<file path="src/rtl/wave_seq_ctrl.sv">
`default_nettype none
// ============================================================================
// Module   : wave_seq_ctrl
// Phase-accumulator sequencer for the sine/square/triangle ROM bank. Optional
// amplitude attenuation is enabled with the AMP_SCALE_EN macro.
// Revision : 1.0
// ============================================================================
module wave_seq_ctrl #(
    parameter int ACC_W   = 24,
    parameter int ADDR_W  = 16,
    parameter int DATA_W  = 12,
    parameter int ROM_LAT = 2
) (
    input  logic              clk,
    input  logic              rst_n,
    input  logic              en,
    input  logic [1:0]        wave_sel,
    input  logic [ACC_W-1:0]  fcw,
    input  logic              sample_tick,
    output logic [ADDR_W-1:0] addr1,
    input  logic [DATA_W-1:0] dout_sin,
    input  logic [DATA_W-1:0] dout_sq,
    input  logic [DATA_W-1:0] dout_tri,
`ifdef AMP_SCALE_EN
    input  logic [2:0]        amp_shift,
`endif
    output logic [DATA_W-1:0] sample,
    output logic              sample_valid,
    output logic              busy,
    output logic              cycle_done
);

    localparam logic [DATA_W-1:0] c_MIDSCALE = {1'b1, {(DATA_W-1){1'b0}}};

    typedef enum logic [1:0] {
        S_IDLE = 2'd0,
        S_RUN  = 2'd1,
        S_STOP = 2'd2
    } state_t;

    state_t             r_state;
    state_t             w_state_nxt;
    logic [ACC_W-1:0]   r_acc;
    logic [ACC_W-1:0]   r_act_fcw;
    logic [1:0]         r_act_sel;
    logic               w_active;
    logic               w_tick;
    logic               w_carry;
    logic [ACC_W-1:0]   w_sum;
    logic               w_wrap;

    logic [ROM_LAT:0]   r_pipe_vld;
    logic [1:0]         r_pipe_sel [0:ROM_LAT];
    logic [DATA_W-1:0]  w_raw;
    logic [DATA_W-1:0]  w_sample_nxt;

`ifdef AMP_SCALE_EN
    logic [2:0]                r_act_amp;
    logic [2:0]                r_pipe_amp [0:ROM_LAT];
    logic signed [DATA_W-1:0]  w_diff;
    logic signed [DATA_W-1:0]  w_shift;
`endif

    assign w_active       = (r_state != S_IDLE);
    assign w_tick         = w_active & sample_tick;
    assign {w_carry, w_sum} = {1'b0, r_acc} + {1'b0, r_act_fcw};
    assign w_wrap         = w_tick & w_carry;
    assign busy           = w_active;

    always_ff @(posedge clk or negedge rst_n) begin
        if (!rst_n) begin
            r_state <= S_IDLE;
        end else begin
            r_state <= w_state_nxt;
        end
    end

    // A zero tuning word never wraps, so stopping with it must exit at once.
    always_comb begin
        w_state_nxt = r_state;
        case (r_state)
            S_IDLE: begin
                if (en) w_state_nxt = S_RUN;
            end
            S_RUN: begin
                if (!en) w_state_nxt = (r_act_fcw == '0) ? S_IDLE : S_STOP;
            end
            S_STOP: begin
                if (en)
                    w_state_nxt = S_RUN;
                else if ((r_act_fcw == '0) || w_wrap)
                    w_state_nxt = S_IDLE;
            end
            default: w_state_nxt = S_IDLE;
        endcase
    end

    always_ff @(posedge clk or negedge rst_n) begin
        if (!rst_n) begin
            r_acc      <= '0;
            addr1      <= '0;
            r_act_fcw  <= '0;
            r_act_sel  <= '0;
            cycle_done <= 1'b0;
`ifdef AMP_SCALE_EN
            r_act_amp  <= '0;
`endif
        end else begin
            cycle_done <= w_wrap;
            if (r_state == S_IDLE) begin
                r_acc <= '0;
                addr1 <= '0;
                if (en) begin
                    r_act_fcw <= fcw;
                    r_act_sel <= wave_sel;
`ifdef AMP_SCALE_EN
                    r_act_amp <= amp_shift;
`endif
                end
            end else begin
                if (w_tick) begin
                    addr1 <= r_acc[ACC_W-1 -: ADDR_W];
                    r_acc <= w_sum;
                end
                if (w_wrap) begin
                    r_act_fcw <= fcw;
                    r_act_sel <= wave_sel;
`ifdef AMP_SCALE_EN
                    r_act_amp <= amp_shift;
`endif
                end
                if (w_state_nxt == S_IDLE) r_acc <= '0;
            end
        end
    end

    always_comb begin
        w_raw = c_MIDSCALE;
        case (r_pipe_sel[ROM_LAT])
            2'd0:    w_raw = dout_sin;
            2'd1:    w_raw = dout_sq;
            2'd2:    w_raw = dout_tri;
            default: w_raw = c_MIDSCALE;
        endcase
`ifdef AMP_SCALE_EN
        // Subtracting/adding midscale modulo 2^DATA_W is an MSB flip.
        w_diff       = {~w_raw[DATA_W-1], w_raw[DATA_W-2:0]};
        w_shift      = w_diff >>> r_pipe_amp[ROM_LAT];
        w_sample_nxt = {~w_shift[DATA_W-1], w_shift[DATA_W-2:0]};
`else
        w_sample_nxt = w_raw;
`endif
    end

    // Tick and its selector travel together so the mux matches the ROM data.
    always_ff @(posedge clk or negedge rst_n) begin
        if (!rst_n) begin
            r_pipe_vld   <= '0;
            sample_valid <= 1'b0;
            sample       <= '0;
            for (int i = 0; i <= ROM_LAT; i++) begin
                r_pipe_sel[i] <= '0;
`ifdef AMP_SCALE_EN
                r_pipe_amp[i] <= '0;
`endif
            end
        end else begin
            r_pipe_vld    <= {r_pipe_vld[ROM_LAT-1:0], w_tick};
            r_pipe_sel[0] <= r_act_sel;
`ifdef AMP_SCALE_EN
            r_pipe_amp[0] <= r_act_amp;
`endif
            for (int i = 1; i <= ROM_LAT; i++) begin
                r_pipe_sel[i] <= r_pipe_sel[i-1];
`ifdef AMP_SCALE_EN
                r_pipe_amp[i] <= r_pipe_amp[i-1];
`endif
            end
            sample_valid <= r_pipe_vld[ROM_LAT];
            if (r_pipe_vld[ROM_LAT]) sample <= w_sample_nxt;
        end
    end

endmodule
`default_nettype wire

</file>
<file path="config.mk">
export PLATFORM = sky130hd
export DESIGN_NAME = wave_seq_ctrl
export DESIGN_NICKNAME = d
export VERILOG_FILES = /design/src/rtl/wave_seq_ctrl.sv
export SDC_FILE = /design/constraint.sdc
export NUM_CORES = 1
export LEC_CHECK = 0
export BUFFER_PORTS_ARGS = -buffer_cell sky130_fd_sc_hd__buf_2
export CORE_AREA = 2 2 126 104
export CTS_BUF_LIST = sky130_fd_sc_hd__clkbuf_16
export DETAILED_ROUTE_END_ITERATION = 10
export DIE_AREA = 0 0 128 106
export GPL_ROUTABILITY_DRIVEN = 0
export HOLD_SLACK_MARGIN = 0.15
export PLACE_DENSITY_LB_ADDON = 0.15
export SYNTH_ARGS = -nofsm -noshare
export SYNTH_HDL_FRONTEND = slang
export SYNTH_SLANG_ARGS = --single-unit
</file>
<file path="constraint.sdc">
create_clock -name clk -period 3.5 [get_ports clk]
set_clock_uncertainty 0.2 [all_clocks]
set_input_delay 0.525 -clock clk [delete_from_list [all_inputs] [get_ports clk]]
set_output_delay 0.525 -clock clk [all_outputs]
set_load 0.1 [all_outputs]
</file>
=== Word level (Yosys, flattened, before mapping) ===
Cells that the tools add are included.

* Add/subtract/negate cells: 1
* Equal/unequal tests: 5
* Muxes and demuxes: 18
* Bitwise logic cells: 2
* Reductions and logical operators: 10

{| class="wikitable"
|+ Operators by type and width
! kind !! number
|-
| $mux 24 || 6
|-
| $pmux 12 s3 || 1
|-
| $mux 16 || 2
|-
| $add 24x24->25 || 1
|-
| $logic_not 24->1 || 1
|-
| $mux 2 || 8
|-
| $logic_not 2->1 || 3
|-
| $pmux 2 s3 || 1
|-
| $reduce_bool 2->1 || 3
|-
| $eq 2x1->1 const B || 2
|-
| $eq 2x2->1 const B || 2
|-
| $reduce_bool 3->1 || 1
|-
| $and 1x1->1 || 2
|-
| $ne 2x2->1 const B || 1
|-
| $reduce_and 2->1 || 1
|-
| $logic_or 1x1->1 || 1
|}

* Register bits after elaboration: 91
* Output and inout bits: 31
* Word-level logic and storage cells: 48

=== Depth between registers and ports, before layout ===
Gate-level depths: netlist of the first run.

* Depth in word-level cells: 10
* Depth in mapped cells: 12
* Mapped depth without buffers: 11

=== Worst setup path after synthesis of the first run ===
OpenSTA, ideal clock, no wires.

* Kind: register to register
* From: reg r_act_fcw[0]
* To: reg r_act_fcw[10]
* Library setup time: 0.125 ns
* Arrival: 2.640 ns
* Required time: 3.175 ns
* Slack: 0.535 ns
* Cell stages (with the launch flop): 13
* Period minus slack after synthesis: 2.965 ns
* Cell sequence: dfrtp_1 -> ha_1 -> inv_1 -> fa_1 -> nand2b_1 -> a21o_1 -> a211o_1 -> nand3_1 -> nand2_2 -> o31ai_4 -> a22oi_4 -> buf_6 -> mux2_4

* Word-level cells in the longest chain between the ends: 4

{| class="wikitable"
|+ RTL lines
! what !! RTL line !! RTL
|-
| start: declaration || 44 || <nowiki>logic [ACC_W-1:0] r_act_fcw;</nowiki>
|-
| start signal: assignment || 114 || <nowiki>r_act_fcw <= fcw;</nowiki>
|-
| start signal: assignment || 126 || <nowiki>r_act_fcw <= fcw;</nowiki>
|-
| $add 24x24->25 || 66 || <nowiki>assign {w_carry, w_sum} = {1'b0, r_acc} + {1'b0, r_act_fcw};</nowiki>
|-
| $and 1x1->1 || 67 || <nowiki>assign w_wrap = w_tick & w_carry;</nowiki>
|-
| $reduce_bool 2->1 (no line) || -- ||
|-
| $reduce_and 2->1 (no line) || -- ||
|}

Every way passes these cells.
A chain may end at the register's enable or synchronous reset.

=== Final worst setup path of the first run ===
* From: reg r_act_fcw[0]
* To: reg r_acc[2]

* Word-level cells in the longest chain between the ends: 9

{| class="wikitable"
|+ RTL lines
! what !! RTL line !! RTL
|-
| $add 24x24->25 || 66 ||
|-
| $and 1x1->1 || 67 ||
|-
| $logic_or 1x1->1 || 91 || <nowiki>else if ((r_act_fcw == '0) || w_wrap)</nowiki>
|-
| $mux 2 || 91 ||
|-
| $mux 2 || 89 || <nowiki>if (en)</nowiki>
|-
| $pmux 2 s3 || 81 || <nowiki>case (r_state)</nowiki>
|-
| $logic_not 2->1 || 132 || <nowiki>if (w_state_nxt == S_IDLE) r_acc <= '0;</nowiki>
|-
| $mux 24 || 132 ||
|-
| $mux 24 || 110 || <nowiki>if (r_state == S_IDLE) begin</nowiki>
|-
| end signal: assignment || 123 || <nowiki>r_acc <= w_sum;</nowiki>
|-
| end: declaration || 43 || <nowiki>logic [ACC_W-1:0] r_acc;</nowiki>
|}

Several ways; a longest one is shown, not always the timed one. The select of a mux whose other input is x is not followed.

==> metrics.txt, run 1 <==
Reg area=between 2000 and 2500 sq um; Via density=~5.2; #FFs+latches synth=roughly 90; Inserted Clock Buffers=9; Final setup viols=0; Clk pwr share=16.9%; Congestion Overflow GR=0; Crit Path Class=register to register; Mapped Area=4840 sq um; PortBufs=96; CTS clk-pin slew, worst paths=about 0.060 ns; Main synth FF type=dfrtp_1; layout cells sized above 1=between 20% and 30%; Nets=approximately 630; slowest CP cell=fa_1; final worst-path cycle share=between 90% and 100%; Final Hold Vio Count=0; Filler Cell Count=roughly 1100; hold depth=0; Max Cap Viol=0; effective utilization at floorplan=between 30% and 40%; Final ANT Viol Nets=0; Hold Crit Start=r_pipe_sel[2]; fin crit period=about 3.3 ns; Clk Latency, worst-skew pair=~0.35 ns; Slew @ Worst Pin=just over 1 ns; share of flip-flops with an asynchronous set or reset=100%; clk sinks=91; vias in the first global route=3566; R2R Path End=r_acc[2]; final WL=between 10000 and 15000 um; R2R cell count=12; crit path DAT=approximately 3.4 ns; reg2reg setup slack=approximately 0.15 ns; Core Region=between 10000 and 15000 sq um; synth unique cells=49; Int Power=approximately 3300 uW; Global Route Usage Sum=16.6%; Flop pwr share=between 20% and 30%; r2r startpoint=r_act_fcw[0]; drt pass-1 iters=6; DIE HEIGHT=~110 um; total number of vias=between 3000 and 4000; Combinational Power Share=a little over half; syn_nets=about 530; Slew Limit Fails=0; CTS root buf=clkbuf_16; initial antenna violation count=0; Die W=128 um; htree depth=3; initial drt markers=151; post-cts repair resize count=0; sequential area share after synthesis=47.1%; crit path cell chain=ha_1 > inv_1 > fa_1 > nand2b_1 > a21o_1 > a211o_1 > nand3_1 > nand2_2 > o31ai_4 > a311oi_2 > buf_4 > a32o_1; routed len/inst=approximately 16 um; Post-synth EDFFs=0; io pins=97; die area=between 10000 and 15000 sq um; CP bufs+invs=2; global-route wire length before repair=17900 um; Site Rows=37; RSZ-0062 raised after global routing=no; WHS Endpoint=r_pipe_sel[0]; fin util=between 40% and 50%; CTS tree=done; Overall Power=6070 uW; Syn. warnings=0; Switch Pwr=2740 uW; Fmax=between 200 and 300 MHz; Startpoint Class=register; clock buffer depth=2; critical path endpoint category=register; post-DP HPWL=between 8000 and 9000 um; largest net degree at the start of global routing=33; Power Density=slightly above 1000 nW/um^2; Syn Inst Count=about 440; mean post-synth cell area=11.0 sq um; outcome=completed; Syn-to-layout area delta=21.9%; CP max FO=24; normalized max-slew margin=between 30% and 40%; # DRC=0; Critical Path RT=approximately 3.5 ns; Max stage delay on crit path=roughly 0.39 ns; area of the multi-input gates=~2400 sq um; Crit path max-delay family=compound AO/OA/AOI/OAI gates; Sw Ratio=around 45%; peak supply drop=approximately 0.00037 V; Leak=approximately 0.003 uW; setup_tns=0 ns; diode count=0; worst hold path type=register to register
power groups by stage:
stage	logic [uW]	clock network, uW	registers [uW]
4_1_cts	3220	1060	1810
2_1_floorplan	1960	0	2360
5_1_grt	3550	1100	1870
6_report	3240	1030	1810
3_3_place_gp	3160	0	1820
3_5_place_dp	3190	0	1830
placed cells by master, fill, tap and decap left out, types with 2 or more instances in the layout:
master / Yosys / routed
buf_2: 3 / 95
clkinv_4: 0 / 2
inv_1: 11 / 12
ha_1: 24 / 24
o21bai_1: 3 / 3
a21o_1: 11 / 11
a22o_1: 21 / 21
a31oi_1: 4 / 4
mux2i_1: 29 / 29
nor2_1: 49 / 49
nor3_1: 3 / 2
clkbuf_16: 0 / 9
dfrtp_1: 91 / 91
dlygate4sd3_1: 0 / 2
xor2_1: 6 / 6
nand3_1: 4 / 4
xnor2_1: 12 / 12
bufinv_16: 0 / 2
a21oi_1: 39 / 39
nand2b_1: 5 / 5
a211oi_1: 4 / 4
nor2b_1: 5 / 5
nor4_1: 6 / 6
nand4_1: 4 / 4
o21ai_0: 10 / 10
a32o_1: 3 / 3
mux2_4: 20 / 20
o21a_1: 3 / 3
o211ai_1: 4 / 4
buf_4: 0 / 14
and3_1: 3 / 3
nand2_1: 18 / 18
mux2_2: 7 / 7
Yosys cell counts, types with 5 or more instances:
master / number / area share, %
nand2b_1: 5 / 0.65
nor4_1: 6 / 0.78
ha_1: 24 / 6.2
a21oi_1: 39 / 4.0
a21o_1: 11 / 1.7
nor2b_1: 5 / 0.65
xnor2_1: 12 / 2.2
nand2_1: 18 / 1.4
nor2_1: 49 / 3.8
a22o_1: 21 / 3.8
inv_1: 11 / 0.85
dfrtp_1: 91 / 47
o21ai_0: 10 / 1.0
mux2i_1: 29 / 6.0
mux2_4: 20 / 6.2
clkbuf_1: 13 / 1.0
xor2_1: 6 / 1.1
mux2_2: 7 / 1.6
repair_timing:
item	4_1_cts	5_1_grt
buffers inserted	0	3
hold endpoints to repair	31	0
endpoints found under the setup margin	0	26
hold buffers	2	0
metrics by stage:
step | worst slack, ns | area (sq um) | cells | hold slack (ns)
after floorplan | 0.535 | 4840 | 438 | 0.0294
after global placement | 0.134 | 5510 | 680 | 0.133
after detailed placement | 0.0551 | 5510 | 680 | 0.135
after CTS | 0.0252 | 5850 | 698 | 0.151
after global routing | 0.0369 | 5900 | 702 | 0.163
final | 0.152 | 5900 | 702 | 0.148
kinds of logic after synthesis:
family	synth area share, %
buffers and inverters	2.87
flip-flops	47.1
multiplexers	13.8
adder cells (fa/ha/maj)	6.62
AND/OR/NAND/NOR	9.62
AO/OA/AOI/OAI	16.7
XOR/XNOR	3.26
registers in the layout, summed over array words and instances (netlist names), 2 cells and up:
| signal | cells |
|---|---|
| r_pipe_sel | 6 |
| r_acc | 24 |
| addr1 | 16 |
| r_act_sel | 2 |
| r_state | 2 |
| sample | 12 |
| r_act_fcw | 24 |
| r_pipe_vld | 3 |
layout make-up:
| type | instances | share of cell area (%) |
|---|---|---|
| inverters | 11 | 0.700 |
| clock inverters | 7 | 1.59 |
| flip-flops and latches | 91 | 38.6 |
| clock buffers | 9 | 3.82 |
| repair buffers | 112 | 10.5 |
| multi-input cells | 316 | 41.5 |
| well taps | 156 | 3.31 |
worst max-delay path by stage:
| stage | startpoint | endpoint | slack (ns) | cells past startpoint |
|---|---|---|---|---|
| 6_report | r_act_fcw[0] | r_acc[2] | 0.15 | 12 |
| 3_3_place_gp | r_act_fcw[0] | r_act_fcw[0] | 0.13 | 11 |
| 4_1_cts | r_act_fcw[0] | r_act_fcw[0] | 0.03 | 11 |
| 2_1_floorplan | r_act_fcw[0] | r_act_fcw[10] | 0.54 | 12 |
| 3_5_place_dp | r_act_fcw[0] | r_act_fcw[0] | 0.06 | 11 |
| 5_1_grt | r_act_fcw[0] | r_acc[2] | 0.04 | 12 |
layer usage:
metal  wire length [um]  up-vias  track usage, %  part of all wire, %
met1               5380     1745            23.2                   49
li1                   -     1810               -                    -
met3                487       19            3.62                  4.4
met4                195        0            5.97                  1.8
met2               4990       78            25.6                   45
met5                  0        -               0                    0
No activity file was read; power rests on OpenSTA's default activity.
==> run 2: changes to the inputs <==
- SETUP_SLACK_MARGIN: unset -> 0.2
==> metrics.txt, run 2 (same netlist as run 1, synthesis figures left out) <==
layout cells sized above 1=30.0%; die area=13600 sq um; CTS clk-pin slew, worst paths=0.06 ns; Startpoint Class=register; most used routing layer=met2; commonest non-fill, non-tap cell in the layout=buf_2; total number of vias=3693; CP max FO=24; Nets=636; drt pass-1 iters=6; crit path DAT=approximately 3.3 ns; Hold Crit Start=r_pipe_sel[2]; R2R cell count=13; critical path endpoint category=register; setup_tns=0 ns; DIE HEIGHT=approximately 110 um; vias in the first global route=3599; Largest regs=r_acc: 24 flops, r_act_fcw: 24 flops, addr1: 16 flops; clk sinks=91; Slew Limit Fails=0; Switch Pwr=~2800 uW; clock buffer depth=2; Die W=around 130 um; Placed Instances=between 600 and 700; Filler Cell Count=1143; Inserted Clock Buffers=9; met2 Track Usage GR=26.0%; diode count=0; peak supply drop=roughly 0.00037 V; Site Rows=37; routed len/inst=~16 um; # DRC=0; global-route wire length before repair=18300 um; final worst-path cycle share=92.3%; Core Region=about 12000 sq um; PortBufs=96; initial drt markers=between 150 and 200; Sw Ratio=45.1%; effective utilization at floorplan=39.0%; reg2reg setup slack=around 0.27 ns; Leak=between 0.003 and 0.004 uW; WHS Endpoint=r_pipe_sel[0]; largest net degree at the start of global routing=33; post-DP HPWL=just over 8000 um; RSZ-0062 raised after global routing=yes; Critical Path RT=between 3 and 4 ns; Combinational Power Share=53.7%; non-filler cells in the finished layout=approximately 710; Crit Path Class=register to register; Syn-to-layout area delta=22.7%; Final setup viols=0; Clk Latency, worst-skew pair=approximately 0.35 ns; Clk pwr share=16.8%; htree depth=3; worst hold path type=register to register; r2r startpoint=r_act_fcw[0]; most frequent cells in the layout=95 x buf_2, 91 x dfrtp_1, 49 x nor2_1; Flop pwr share=between 20% and 30%; fin crit period=between 3 and 4 ns; Final Hold Vio Count=0; Power Density=a little over 1000 nW/um^2; M1 GR Usage=23.7%; CTS tree=done; CTS root buf=clkbuf_16; Slew @ Worst Pin=between 1 and 1.5 ns; Congestion Overflow GR=0; hold depth=0; normalized max-slew margin=between 30% and 40%; Via density=5.23; met3 Use GR=slightly above 4%; R2R Path End=r_acc[2]; Global Route Usage Sum=about 17%; Final ANT Viol Nets=0; final WL=around 11000 um; Int Power=3370 uW; Max Cap Viol=0; Fmax=310 MHz; initial antenna violation count=0; outcome=completed; io pins=slightly below 100
[run 2: cell types whose count changed in the layout (fill, tap and decap cells not counted), sizes merged]
cell	before	now
buf	110	113
a22oi	3	4
[run 2: repair_timing]
item | CTS | global route
endpoints found under the hold margin | 31 | 0
hold buffers | 2 | 0
setup endpoints to repair | 27 | 50
gates cloned | 1 | 1
setup buffers | 2 | 4
pin swaps | 3 | 2
resized for setup | 0 | 4
[run 2: area by class of cell]
| cell class | count | area, sq um | area share (%) |
|---|---|---|---|
| inverter | 11 | 41.3 | 0.696 |
| clock buffer | 9 | 225 | 3.79 |
| timing repair buffer | 115 | 642 | 10.8 |
| clock inverter | 7 | 93.8 | 1.58 |
| tap | 156 | 195 | 3.29 |
| sequential | 91 | 2280 | 38.4 |
| multi-input combinational | 317 | 2460 | 41.5 |
[run 2: power groups by stage]
stage               Clock, uW  Sequential [uW]  Combinational, uW
global placement            0             1820               3160
finish                   1030             1810               3300
floorplan                   0             2360               1960
detailed placement          0             1830               3190
CTS                      1060             1810               3230
global route             1110             1870               3600
[run 2: worst max path at each step]
stage,from,slack (ns),endpoint
floorplan,r_act_fcw[0],0.54,r_act_fcw[10]
global placement,r_act_fcw[0],0.13,r_act_fcw[0]
detailed placement,r_act_fcw[0],0.06,r_act_fcw[0]
CTS,r_act_fcw[0],0.20,r_acc[2]
global route,r_act_fcw[0],0.17,r_acc[2]
finish,r_act_fcw[0],0.27,r_acc[2]
[run 2: per-stage QoR]
step | hold WS, ns | util, % | setup WS [ns] | cell area, sq um | total power, uW
floorplan | 0.0294 | - | 0.535 | 4840 | 4320
global placement | 0.133 | 44.4 | 0.134 | 5510 | 4980
detailed placement | 0.135 | 44.4 | 0.0551 | 5510 | 5020
CTS | 0.151 | 47.4 | 0.200 | 5880 | 6100
global route | 0.163 | 47.8 | 0.170 | 5940 | 6580
finish | 0.148 | 47.8 | 0.270 | 5940 | 6140
[run 2: routing by layer]
metal / wire (um) / share of wire (%)
met5: 0 / 0
met4: 144 / 1.3
met3: 474 / 4.2
met2: 5140 / 46
met1: 5450 / 49
[run 2: worst max-delay path: stages (launching register included)]
cell and delay (ns):
dfrtp_1 0.37, ha_2 0.19, inv_1 0.05, fa_1 0.39, nand2b_1 0.19, a21o_1 0.21
a211o_1 0.31, nand3_1 0.12, nand2_2 0.10, o31ai_4 0.24, buf_4 0.18, a311oi_2 0.10
buf_6 0.20, a32o_1 0.26
